**src/rtl/nmos_pkg.sv**
```systemverilog
// Shared encodings for the two-phase NMOS register library: phase decode and master-source select.
// Optional build macro used by this library: NMOS_DYN_DECAY_EN (dynamic master decay).
package nmos_pkg;

  typedef enum logic [1:0] {
    PH_NONE = 2'b00,
    PH_1    = 2'b01,
    PH_2    = 2'b10,
    PH_OVL  = 2'b11
  } phase_e;

  // On a PHI2 edge SRC_HOLD recirculates the slave, so the pair as a whole holds.
  typedef enum logic [1:0] {
    SRC_HOLD  = 2'b00,
    SRC_LOAD  = 2'b01,
    SRC_SHIFT = 2'b10
  } src_e;

  function automatic phase_e phase_decode(input logic c1, input logic c2);
    return phase_e'({c2, c1});
  endfunction

endpackage

```
**src/rtl/nmos_phase_ctl.sv**
```systemverilog
// Phase decode for the NMOS register bank, sticky overlap flag, and optional master-decay timer.
// Build macro NMOS_DYN_DECAY_EN adds the decay counter; all outputs are registered or pure decode.
module nmos_phase_ctl
  import nmos_pkg::*;
#(
  parameter int DECAY_CYCLES = 64
) (
  input  logic main_clk,
  input  logic R,
  input  logic S,
  input  logic C1,
  input  logic C2,
  output logic phi1_en,
  output logic phi2_en,
  output logic ovl_evt,
  output logic ovl,
  output logic decay
);

  phase_e ph;
  logic   ovl_q, ovl_d;

  assign ph      = phase_decode(C1, C2);
  assign phi1_en = (ph == PH_1);
  assign phi2_en = (ph == PH_2);
  assign ovl_evt = (ph == PH_OVL);
  assign ovl     = ovl_q;

  // Set takes priority over the overlap check, so an overlap under S is not flagged.
  always_comb begin
    ovl_d = ovl_q;
    if (!S && ovl_evt) ovl_d = 1'b1;
  end

  always_ff @(posedge main_clk) begin
    if (R) ovl_q <= 1'b0;
    else   ovl_q <= ovl_d;
  end

`ifdef NMOS_DYN_DECAY_EN
  localparam int CNT_W = $clog2(DECAY_CYCLES + 1);
  localparam logic [CNT_W-1:0] CNT_MAX  = CNT_W'(DECAY_CYCLES);
  localparam logic [CNT_W-1:0] CNT_LAST = CNT_W'(DECAY_CYCLES - 1);

  logic [CNT_W-1:0] cnt_q, cnt_d;
  logic             mst_wr;

  assign mst_wr = S || phi2_en;
  // Decay fires on the edge the counter reaches the limit, so a following PHI1 sees zeros.
  assign decay  = !mst_wr && (cnt_q >= CNT_LAST);

  always_comb begin
    cnt_d = cnt_q;
    if (mst_wr)               cnt_d = '0;
    else if (cnt_q != CNT_MAX) cnt_d = cnt_q + 1'b1;
  end

  always_ff @(posedge main_clk) begin
    if (R) cnt_q <= '0;
    else   cnt_q <= cnt_d;
  end
`else
  // DECAY_CYCLES is constrained to >= 1, so this is constantly zero: the master never decays.
  assign decay = (DECAY_CYCLES < 1);
`endif

endmodule

```
**src/rtl/nmos_dff_bank.sv**
```systemverilog
// Two-phase NMOS master/slave bank: PHI2 samples master (load/shift/recirculate), PHI1 copies to slave.
// Sync active-high R, then S, overlap flag; Q/Q_n/SO combinational from slave; optional NMOS_DYN_DECAY_EN.
module nmos_dff_bank
  import nmos_pkg::*;
#(
  parameter int               WIDTH        = 8,
  parameter logic [WIDTH-1:0] SET_VAL      = {WIDTH{1'b1}},
  parameter int               DECAY_CYCLES = 64
) (
  input  logic             main_clk,
  input  logic             R,
  input  logic             C1,
  input  logic             C2,
  input  logic             S,
  input  logic             LD,
  input  logic             SH,
  input  logic             SI,
  input  logic [WIDTH-1:0] D,
  output logic [WIDTH-1:0] Q,
  output logic [WIDTH-1:0] Q_n,
  output logic             SO,
  output logic             OVL
);

  logic [WIDTH-1:0] mst_q, mst_d;
  logic [WIDTH-1:0] slv_q, slv_d;
  logic [WIDTH-1:0] shift_val;
  logic             phi1_en, phi2_en, ovl_evt, decay;
  src_e             src;

  nmos_phase_ctl #(
    .DECAY_CYCLES(DECAY_CYCLES)
  ) u_phase_ctl (
    .main_clk(main_clk),
    .R       (R),
    .S       (S),
    .C1      (C1),
    .C2      (C2),
    .phi1_en (phi1_en),
    .phi2_en (phi2_en),
    .ovl_evt (ovl_evt),
    .ovl     (OVL),
    .decay   (decay)
  );

  generate
    if (WIDTH == 1) begin : g_shift_w1
      assign shift_val = SI;
    end else begin : g_shift_wn
      assign shift_val = {slv_q[WIDTH-2:0], SI};
    end
  endgenerate

  assign src = LD ? SRC_LOAD : (SH ? SRC_SHIFT : SRC_HOLD);

  always_comb begin
    mst_d = mst_q;
    slv_d = slv_q;
    if (S) begin
      mst_d = SET_VAL;
      slv_d = SET_VAL;
    end else if (phi2_en) begin
      case (src)
        SRC_LOAD:  mst_d = D;
        SRC_SHIFT: mst_d = shift_val;
        default:   mst_d = slv_q;
      endcase
    end else if (!ovl_evt) begin
      if (phi1_en) slv_d = mst_q;
      if (decay)   mst_d = '0;
    end else begin
      if (decay)   mst_d = '0;
    end
  end

  always_ff @(posedge main_clk) begin
    if (R) begin
      mst_q <= '0;
      slv_q <= '0;
    end else begin
      mst_q <= mst_d;
      slv_q <= slv_d;
    end
  end

  assign Q   = slv_q;
  assign Q_n = ~slv_q;
  assign SO  = slv_q[WIDTH-1];

endmodule

```
**config.mk**
```make
export PLATFORM = sky130hd
export DESIGN_NAME = nmos_dff_bank
export DESIGN_NICKNAME = d
export VERILOG_FILES = /design/src/rtl/nmos_pkg.sv /design/src/rtl/nmos_phase_ctl.sv /design/src/rtl/nmos_dff_bank.sv
export SDC_FILE = /design/constraint.sdc
export NUM_CORES = 1
export LEC_CHECK = 0
export CAP_MARGIN = 40
export CELL_PAD_IN_SITES_DETAIL_PLACEMENT = 0
export CELL_PAD_IN_SITES_GLOBAL_PLACEMENT = 1
export CORE_UTILIZATION = 28
export DETAILED_ROUTE_END_ITERATION = 6
export PLACE_DENSITY_LB_ADDON = 0.1
export RECOVER_POWER = 50
export SLEW_MARGIN = 20
export SYNTH_ARGS = -nofsm -noshare
export SYNTH_HDL_FRONTEND = slang
export SYNTH_HIERARCHICAL = 1
export SYNTH_SLANG_ARGS = --single-unit
```
**constraint.sdc**
```tcl
create_clock -name main_clk -period 1.2 [get_ports main_clk]
set_input_delay 0.24 -clock main_clk [delete_from_list [all_inputs] [get_ports main_clk]]
set_output_delay 0.24 -clock main_clk [all_outputs]
set_load 0.005 [all_outputs]
```
==> results.yml <==
setup_path:
  crit_type: "primary input to flop"
  max_stage_delay_ns: 0.36
  reg2reg_slack_ns: 0.09
  crit_chain: "clkdlybuf4s15_2 > and2b_2 > or3b_1 > buf_6 > nor3_4 > nor3_1"
  critPathMaxFanout: 8
  required_ns: 1.37
  crit_slowest_cell: "or3b_1"
  arrival_ns: 1.36
  critPathCaptureType: "flop"
  start_kind: "primary input"
routing:
  viasPerCell: 4.66
  wl_per_cell_um: 12.2
  wl_um: 2520
  drc_errors: 0
  via_count: 959
  drt_iter0_drc: 39
  ant_nets: 0
  dr.pass1.iters: 4
global_route:
  grt_pass1_vias: 853
  antenna_found_initial: 0
  grt_max_degree: 26
  grt_use_total: 0.147
  grt_pass1_wl_um: 3910
  overflow: 0
floorplan:
  die_w_um: 59.7
  core_um2: 3100
  die_y_um: 59.7
  start_util: 0.300
  dieArea_um2: 3560
  rows: 20
  io_pins: 34
synthesis:
  ys_ff_latch: 17
  ys_warn_count: 6
  syn_avg_cell_area_um2: 8.47
  synth_top_area_share: 0.365
  syn_area_um2: 932
  seq_area_frac_synth: 0.365
  synth_cell_types: 19
  yosysMostFrequentCell: "dfxtp_1"
  synthTopCellsByArea: "dfxtp_1 (37%), nor2b_1 (11%), nor3_1 (8.6%), nor3_2 (8.6%), o32ai_1 (7.5%)"
  async_flop_share: 0
  postSynthCellCount: 110
  syn-num-nets: 126
  synth_area_leader_cell: "dfxtp_1"
  synth_enable_flop_cells: 0
  synth_flop_cell: "dfxtp_1"
  synth_commonest_cells: "dfxtp_1 (17), nor2b_1 (16), nor3_1 (16)"
sta:
  finalWorstSetupSlack_ns: 0.0133
  maxSlewViolCount: 0
  whs_ns: 0.244
  skew_ns: 0.00713
  min_period_ns: 1.19
  finalCritPeriodShare: 0.989
  finalSetupViolations: 0
  final-hold-violation-count: 0
  rsz0062_at_grt: "yes"
  max_clock_freq_mhz: 843
cts:
  numCtsBuffers: 3
  htreeDepth: 1
  clock_path_buffers: 2
  cts_tree: "yes"
  clk_latency_ns: 0.29
  path_clk_slew_ns: 0.10
  hold_buffers: 0
  cts_root_buffer: "clkbuf_4"
  cts.sinks: 17
final_layout:
  drive_gt1_frac: 0.327
  utilization: 0.479
  syn_to_final_growth_pct: 59.6
  diodes: 0
  nets: 179
run_status:
  status: "finished clean"
run:
  drv_cap: 0
placement:
  place_congestion: 0.722
  dp_hpwl_um: 1710
  place_ws_ns: -0.609
  port_buffers: 33
min_path:
  hold_path.class: "primary input to flop"
power:
  p_leak_nw: 0.611
  powerDensity_nw_per_um2: 911
  ir_drop_uv: 518
[metal layers]
metal | wire length [um] | GRT usage | vias up | part of all wire
li1 | - | - | 493 | -
met3 | 123 | 0.0260 | 4 | 0.049
met4 | 33 | 0.0698 | 0 | 0.013
met1 | 1210 | 0.192 | 435 | 0.48
met2 | 1150 | 0.235 | 27 | 0.46
met5 | 0 | 0 | - | 0
[power breakdown]
part	internal (mW)	switching [mW]	total, mW
clock network	0.124	0.180	0.303
logic	0.232	0.167	0.399
registers	0.616	0.0361	0.652
total	0.972	0.382	1.35
[sequential cells by signal (all words and copies together), names as in the netlist]
name	cells
mst_q	8
u_phase_ctl/ovl	1
Q	8
[final timing paths]
| check | from | endpoint | cells past startpoint |
|---|---|---|---|
| worst max-delay path | C1 | Q[3]$_SDFFE_PP0P_ | 6 |
| worst min-delay path | C2 | u_phase_ctl/ovl$_SDFFE_PP0P_ | 3 |
| worst max register to register | Q[2]$_SDFFE_PP0P_ | mst_q[2]$_SDFFE_PP0P_ | 5 |
| worst min register to register | u_phase_ctl/ovl$_SDFFE_PP0P_ | u_phase_ctl/ovl$_SDFFE_PP0P_ | 2 |
[cell families (layout without fill, tap and decap cells)]
| family | Yosys count | in the layout | share of synthesized area |
|---|---|---|---|
| simple gates | 48 | 48 | 0.348 |
| buf+inv | 19 | 71 | 0.0953 |
| compound gates | 25 | 25 | 0.188 |
| other cells | 1 | 1 | 0.00402 |
| flops | 17 | 17 | 0.365 |
[final cells by class]
type                            instances  area, um^2
Fill cell                             336        1620
Tap cell                               44        55.1
Clock inverter                          1        5.00
Inverter                                9        33.8
Clock buffer                            3        22.5
Multi-Input combinational cell         74         522
Sequential cell                        17         348
Timing Repair Buffer                   58         502
[per-stage QoR]
step / instances / instance area, um^2 / power, mW / setup TNS [ns]
6_report: 206 / 1490 / 1.35 / 0
5_1_grt: 206 / 1490 / 1.45 / -0.0541
4_1_cts: 205 / 1490 / 1.37 / 0
3_5_place_dp: 195 / 1410 / 1.06 / -8.50
3_3_place_gp: 195 / 1410 / 1.06 / -8.28
2_1_floorplan: 110 / 938 / 0.828 / -0.190
[placed cells by master (no fill, tap or decap)]
cell             instances
conb_1                   1
nor3_2                   5
nor2_1                   1
a21oi_1                  9
a211oi_1                 8
buf_4                   21
buf_12                   1
buf_6                    2
clkdlybuf4s15_2          1
and2b_2                  2
nor3b_2                  1
o32ai_1                  8
nand2b_1                 1
nand3b_1                 1
clkinv_2                 1
nor3_4                   3
clkbuf_2                 6
clkdlybuf4s15_1          6
clkdlybuf4s50_1         13
nor3_1                  16
nor2b_1                 16
inv_1                    9
dlygate4sd2_1            8
and2_2                   1
clkbuf_4                 3
or3b_1                   1
dfxtp_1                 11
dfxtp_2                  6
[worst max-delay path: cells and delay by family]
family	cells	cell delay [ns]
AND/OR/NAND/NOR	4	0.76
buffers and inverters	2	0.36
[what timing repair did]
action	CTS	global route
pin swaps	1	3
setup endpoints to repair	34	18
gates resized for setup	38	14
setup buffers	7	1
No activity file was read; power rests on OpenSTA's default activity.
